==> config.mk <==
export PLATFORM = sky130hd
export DESIGN_NAME = aes_dec_round_ctrl
export DESIGN_NICKNAME = d
export VERILOG_FILES = /design/src/rtl/aes_dec_round_ctrl.sv
export SDC_FILE = /design/constraint.sdc
export NUM_CORES = 1
export LEC_CHECK = 0
export CORE_AREA = 2 2 39 41
export DETAILED_ROUTE_END_ITERATION = 16
export DIE_AREA = 0 0 41 43
export PLACE_DENSITY = 0.73
export SLEW_MARGIN = 5
export SYNTH_ARGS = -nofsm -noshare
export SYNTH_HDL_FRONTEND = slang
export SYNTH_SLANG_ARGS = --single-unit
==> constraint.sdc <==
create_clock -name clk -period 1.8 [get_ports clk]
set_input_delay 0.36 -clock clk [delete_from_list [all_inputs] [get_ports clk]]
set_output_delay 0.36 -clock clk [all_outputs]
set_load 0.01 [all_outputs]
==> src/rtl/aes_dec_round_ctrl.sv <==
// Round sequencer for the AES-128 decryptor datapath (INIT ARK, middle rounds, final round).
// Latency: handshake at T -> out_valid at T+3+(ROUNDS-1)*(1+IMC_LAT) (T+21 with defaults).
// Backpressure: DONE holds out_valid with stable rk_idx/dp_sel until out_ready; in_ready low while busy.
//
// Ports:
//   clk, rst (async active-low), clr (sync abort back to IDLE)
//   in_valid/in_ready   : ciphertext block handshake; dp_load = in_valid & in_ready
//   out_valid/out_ready : plaintext completion handshake
//   dp_sel    : 0=INIT (ct^rk), 1=ROUND (InvMixColumns path), 2=FINAL (no InvMixColumns)
//   rk_idx    : round-key index to the key store (ROUNDS..0)
//   state_we  : datapath state register write enable
//   busy      : high in every state except IDLE
//
// Optional build macro AES_CTRL_OVERLAP_EN: in DONE, in_ready follows out_ready so a new
// block is accepted in the same cycle the result is taken, skipping the IDLE cycle.
module aes_dec_round_ctrl #(
  parameter int ROUNDS  = 10,
  parameter int IMC_LAT = 1,
  parameter int RK_W    = 4
) (
  input  logic            clk,
  input  logic            rst,
  input  logic            clr,
  input  logic            in_valid,
  output logic            in_ready,
  output logic            out_valid,
  input  logic            out_ready,
  output logic            dp_load,
  output logic [1:0]      dp_sel,
  output logic [RK_W-1:0] rk_idx,
  output logic            state_we,
  output logic            busy
);

  localparam int WC_W = (IMC_LAT > 1) ? $clog2(IMC_LAT) : 1;

  localparam logic [1:0] SEL_INIT  = 2'd0;
  localparam logic [1:0] SEL_ROUND = 2'd1;
  localparam logic [1:0] SEL_FINAL = 2'd2;

  typedef enum logic [2:0] {
    IDLE      = 3'd0,
    INIT      = 3'd1,
    RND_ISSUE = 3'd2,
    RND_WAIT  = 3'd3,
    FINAL     = 3'd4,
    DONE      = 3'd5
  } state_t;

  state_t          state, state_nxt;
  logic [RK_W-1:0] rnd, rnd_nxt;
  logic [WC_W-1:0] wcnt, wcnt_nxt;

  // State, round and wait counters.
  always_ff @(posedge clk or negedge rst) begin
    if (!rst) begin
      state <= IDLE;
      rnd   <= '0;
      wcnt  <= '0;
    end else begin
      state <= state_nxt;
      rnd   <= rnd_nxt;
      wcnt  <= wcnt_nxt;
    end
  end

  // Next-state and output decode. Outputs depend on registered state/rnd/wcnt,
  // except in_ready (DONE, overlap build) and dp_load which look at the handshake inputs.
  always_comb begin
    state_nxt = state;
    rnd_nxt   = rnd;
    wcnt_nxt  = wcnt;
    in_ready  = 1'b0;
    out_valid = 1'b0;
    dp_sel    = SEL_INIT;
    rk_idx    = '0;
    state_we  = 1'b0;
    busy      = 1'b1;

    case (state)
      IDLE: begin
        in_ready = 1'b1;
        busy     = 1'b0;
        if (in_valid) begin
          state_nxt = INIT;
        end
      end

      INIT: begin
        dp_sel    = SEL_INIT;
        rk_idx    = RK_W'(ROUNDS);
        state_we  = 1'b1;
        rnd_nxt   = RK_W'(ROUNDS - 1);
        state_nxt = RND_ISSUE;
      end

      // InvMixColumns captures the AddRoundKey result this cycle; the state
      // register is written only once the registered result is available.
      RND_ISSUE: begin
        dp_sel    = SEL_ROUND;
        rk_idx    = rnd;
        wcnt_nxt  = WC_W'(IMC_LAT - 1);
        state_nxt = RND_WAIT;
      end

      RND_WAIT: begin
        dp_sel = SEL_ROUND;
        rk_idx = rnd;
        if (wcnt == '0) begin
          state_we = 1'b1;
          if (rnd == RK_W'(1)) begin
            state_nxt = FINAL;
          end else begin
            rnd_nxt   = rnd - RK_W'(1);
            state_nxt = RND_ISSUE;
          end
        end else begin
          wcnt_nxt = wcnt - WC_W'(1);
        end
      end

      FINAL: begin
        dp_sel    = SEL_FINAL;
        rk_idx    = '0;
        state_we  = 1'b1;
        state_nxt = DONE;
      end

      DONE: begin
        // dp_sel/rk_idx stay at the decode defaults, so they are stable while stalled.
        out_valid = 1'b1;
`ifdef AES_CTRL_OVERLAP_EN
        in_ready = out_ready;
        if (out_ready) begin
          state_nxt = in_valid ? INIT : IDLE;
        end
`else
        in_ready = 1'b0;
        if (out_ready) begin
          state_nxt = IDLE;
        end
`endif
      end

      default: begin
        state_nxt = IDLE;
      end
    endcase

    // Abort wins over everything; outputs above still reflect the current state.
    if (clr) begin
      state_nxt = IDLE;
      rnd_nxt   = '0;
      wcnt_nxt  = '0;
    end
  end

  assign dp_load = in_valid & in_ready;

endmodule

Yosys cells after proc, flatten, opt, wreduce, memory -nomap -nowiden
Index checks and enable logic that the tools add are counted.
{"block": "word_totals", "ramBits": 0, "input_bits": 5, "regBits": 8, "mem_count": 0, "romBits": 0, "latchBits": 0}
{"block": "op_classes", "shift": 0, "eq_ne": 10, "magnitude_cmp": 0, "n_reduce_logical": 7, "n_div": 0, "muxes": 20, "n_addsub": 2, "n_mul": 0, "n_bitwise": 1}
{"cell": "case mux 3 bit (6 select lines)", "n": 1}
{"cell": "case mux 4 bit (2 select lines)", "n": 2}
{"cell": "2-to-1 mux 3 bit", "n": 5}
{"cell": "2-to-1 mux 4 bit", "n": 3}
{"cell": "inequality test 3 bit (second input constant)", "n": 4}
{"cell": "equality test 3 x 2 -> 1 bit (second input constant)", "n": 2}
{"cell": "equality test 3 bit (second input constant)", "n": 2}
{"cell": "2-to-1 mux 1 bit", "n": 6}
{"cell": "AND reduction 3 bit", "n": 2}
{"cell": "nonzero test 3 bit", "n": 2}
{"cell": "equality test 4 x 1 -> 1 bit (second input constant)", "n": 1}
{"cell": "case mux 1 bit (2 select lines)", "n": 2}
{"cell": "case mux 2 bit (2 select lines)", "n": 1}
{"cell": "OR reduction 2 bit", "n": 2}
{"cell": "subtractor 4 x 1 -> 4 bit (second input constant)", "n": 1}
{"cell": "equality test 3 x 1 -> 1 bit (second input constant)", "n": 1}
{"cell": "logical NOT 3 bit", "n": 1}
{"cell": "AND 1 bit", "n": 1}
{"cell": "subtractor 1 bit (second input constant)", "n": 1}

Logic depth before layout (Yosys ltp)
{"block": "depth", "depth_word": 5, "ltp_mapped": 5}

Worst setup path after synthesis
OpenSTA, ideal clock, no wires.
{"block": "synth_path", "path_kind": "register to register", "start": "register rnd[0]", "end": "register rnd[2]", "setup_slack_ns": 0.313, "required_ns": 1.723, "stages_incl_launch_ff": 5, "n_path_buf": 0, "synth_period_minus_slack_ns": 1.487, "arrival_ns": 1.410, "setup_time_ns": 0.077, "path_cell_list": "dfrtp_1 > ha_1 > and4bb_4 > or4_1 > a21oi_1"}
{"block": "synth_between", "elab_chain_len": 5, "word_cells_on_any_way": 8, "classes_between": "1 x add/sub; 2 x eq/ne; 4 x mux; 1 x reduce/logical"}
{"item": "start: declaration", "line": "51", "text": "logic [RK_W-1:0] rnd, rnd_nxt;"}
{"item": "start signal: assignment", "line": "62", "text": "rnd <= rnd_nxt;"}
{"item": "subtractor 4 x 1 -> 4 bit", "line": "114", "text": "rnd_nxt = rnd - RK_W'(1);"}
{"item": "2-to-1 mux 4 bit", "line": "111", "text": "if (rnd == RK_W'(1)) begin"}
{"item": "2-to-1 mux 4 bit", "line": "109", "text": "if (wcnt == '0) begin"}
{"item": "case mux 4 bit (2 select lines)", "line": "80", "text": "case (state)"}
{"item": "2-to-1 mux 4 bit", "line": "151", "text": "if (clr) begin"}
Parallel ways exist; a longest one is shown, timed or not. The select of a mux whose other input is x is not followed.
A chain may end at the register's enable or synchronous reset.

Worst setup path in the final report
{"block": "layout_path", "start": "register state[1]", "end": "register rnd[2]"}
{"block": "layout_between", "elab_chain_len": 3, "word_cells_on_any_way": 8, "classes_between": "4 x eq/ne; 2 x mux; 2 x reduce/logical"}
{"item": "start: declaration", "line": "50", "text": "state_t state, state_nxt;"}
{"item": "start signal: assignment", "line": "61", "text": "state <= state_nxt;"}
{"item": "equality test 3 x 2 -> 1 bit / equality test 3 x 1 -> 1 bit (equally long branches)", "line": "80"}
{"item": "inequality test 3 bit (no line), or another cell as far along"}
{"item": "AND reduction 3 bit (no line) / 2-to-1 mux 4 bit (equally long branches)"}
Parallel ways exist; a longest one is shown, timed or not.

==> results.toml <==
[grt]
grt_max_degree = 8
grt_pass1_wl_mm = 1.84
groute.usage.overall = 0.153
grt_overflow_total = 0
grt_pass1_vias = 452
antenna_found_initial = 0

[timing]
finalCriticalPeriod_ns = 1.73
slew_headroom = 0.756
hold_viol = 0
drv_slew = 0
rsz0062_at_grt = "false"
finalSetupViolCount = 0
min_period_over_period = 0.959
worst_clock_skew_ns = 0.00165
clock.fmax_mhz = 579
tightest_slew_ns = 0.357

[clock_tree]
cts_sinks = 7
numCtsBuffers = 3
clock_latency_ns = 0.24
tritoncts = "built"
cts_buffer_depth = 2
cts.clk_slew.worst_paths_ns = 0.05
cts_max_level = 1
clockRootBuffer = "clkbuf_4"

[pwr]
leakage_nw = 0.378
power.density_nw_per_um2 = 597
p_total_mw = 0.471
ir_drop_mv = 0.338

[placed_design]
portBuffers = 15
place.detailed.hpwl_um = 851
gp_congestion = 0.750

[synth]
synth_area_per_cell_um2 = 8.53
ys_warn_count = 0
yosysUniqueCellTypes = 27
synth-seq-cells = 7
syn-num-nets = 67
yosys-top-cells-count = "7 x a21oi_1, 7 x dfrtp_1, 5 x nor3_1"
ys.flop_type = "dfrtp_1"
synth_edf_count = 0
synth.area.top_cells = "dfrtp_1 34%, a21oi_1 6.8%, ha_1 4.9%, nor3_1 4.9%, nor2b_1 3.7%"
synth_seq_area_share = 0.342
async_reset_ff_frac = 1.00
syn_inst = 60
yosysTopAreaCell = "dfrtp_1"
syn-cell-area_um2 = 512
synth_top_area_share = 0.342

[floorplanning]
placementRows = 14
io_pins = 16
initial_core_util = 0.370
core_region_area_um2 = 1380
die_x_um = 41
die_y_um = 43
dieArea_um2 = 1760

[worst_setup_path]
critPathMaxFanout = 7
crit_required_ns = 1.95
cp-end-kind = "flip-flop"
critPathArrivalTime_ns = 1.87
path_class = "flip-flop to flip-flop"
start_kind = "flip-flop"

[status]
status = "finished clean"

[finish]
drive_gt1_frac = 0.307
n_antenna_cell = 0
final_nets = 96
area.growth.synth_to_final_pct = 54.0
final_core_util = 0.570

[route]
drtPass1Iterations = 4
drcViolationCount = 0
wl_per_cell_um = 10.7
drt_wl_total_mm = 1.11
first_iter_violations = 7
drtAntennaViolNets = 0
vias = 515
viasPerCell = 4.95

[worst_hold_path]
holdCritPathClass = "input port to async pin"

[run]
cap_violations = 0
==> through the flow <==
| stage | TNS (ns) | hold WS (ns) | cells | instance area, µm² | setup WS (ns) |
|---|---|---|---|---|---|
| 3_5_place_dp | -0.0440 | 0.601 | 95 | 716 | -0.0440 |
| 5_1_grt | 0 | 0.380 | 104 | 788 | 0.00326 |
| 2_1_floorplan | 0 | 0.0644 | 60 | 512 | 0.313 |
| 3_3_place_gp | -0.0279 | 0.596 | 95 | 716 | -0.0279 |
| 4_1_cts | 0 | 0.366 | 102 | 778 | 0.00132 |
| 6_report | 0 | 0.369 | 104 | 788 | 0.0741 |
==> where the power goes <==
group / total, mW / switching, mW / leakage, nW / internal, mW
clock network: 0.131 / 0.0467 / 0.0150 / 0.0839
registers: 0.186 / 0.0174 / 0.0915 / 0.168
logic: 0.154 / 0.0667 / 0.271 / 0.0877
==> metal layers <==
metal / up-vias / track usage / share of wire
li1: 269 / - / -
met1: 226 / 0.211 / 0.46
met2: 18 / 0.213 / 0.45
met3: 2 / 0.0262 / 0.069
met4: 0 / 0.100 / 0.012
met5: - / 0 / 0
==> cell type report <==
type	instances	area, µm²
Clock buffer	4	26.3
Fill cell	142	596
Inverter	4	15.0
Multi-Input combinational cell	45	319
Sequential cell	7	178
Tap cell	16	20.0
Timing Repair Buffer	28	230
==> cells in the final DEF (no fill, tap or decap), drive strengths merged <==
master,n
clkbuf,7
nand4bb,1
a22oi,1
inv,4
clkdlybuf4s50,4
nor4,1
nor3,5
nor3b,1
a2111oi,1
a21oi,7
and4bb,1
nand2,4
nor2,4
dlymetal6s2s,1
dfrtp,7
o21bai,1
buf,13
o2111a,1
or4,1
and2b,1
or2b,1
dlygate4sd2,4
nor2b,3
nand4b,1
clkdlybuf4s15,3
and2,3
nand2b,2
a221o,1
o21ai,2
ha,2
==> cell families (layout without fill, tap and decap cells) <==
group / after synthesis / after routing / share of synthesized area
DFF: 7 / 7 / 0.342
and+or+nand+nor: 29 / 29 / 0.352
adders and majority gates: 2 / 2 / 0.0489
buffers and inverters: 8 / 36 / 0.0807
AOI/OAI and AO/OA: 14 / 14 / 0.176
==> critical path, cell delays in order (launching register included) <==
cell and delay [ns]:
dfrtp_2 0.45, buf_4 0.16, buf_4 0.14, and4bb_4 0.22, or4_1 0.46, a21oi_1 0.20
==> worst paths after layout <==
check                           slack (ns)        to     start  depth (start not counted)
worst max-delay path                  0.07    rnd[2]  state[1]                          5
worst min-delay path                  0.37    rnd[3]       rst                          1
worst max register to register        0.07    rnd[2]  state[1]                          5
worst min register to register        0.61    rnd[1]    rnd[1]                          2
max in group asynchronous             1.19  state[2]       rst                          1
min in group clk                      0.61    rnd[1]    rnd[1]                          2
==> timing repair <==
action / in CTS / in global routing
pin swaps: 0 / 1
setup endpoints to repair: 11 / 6
hold buffers: 0 / 0
setup buffers: 3 / 2
endpoints found under the hold margin: 0 / 0
cloned: 0 / 0
gates resized for setup: 17 / 10
==> state kept, by name, summed over array words and instances (netlist names) <==
name	cells
rnd	4
state	3
(Power assumes the default switching activity.)
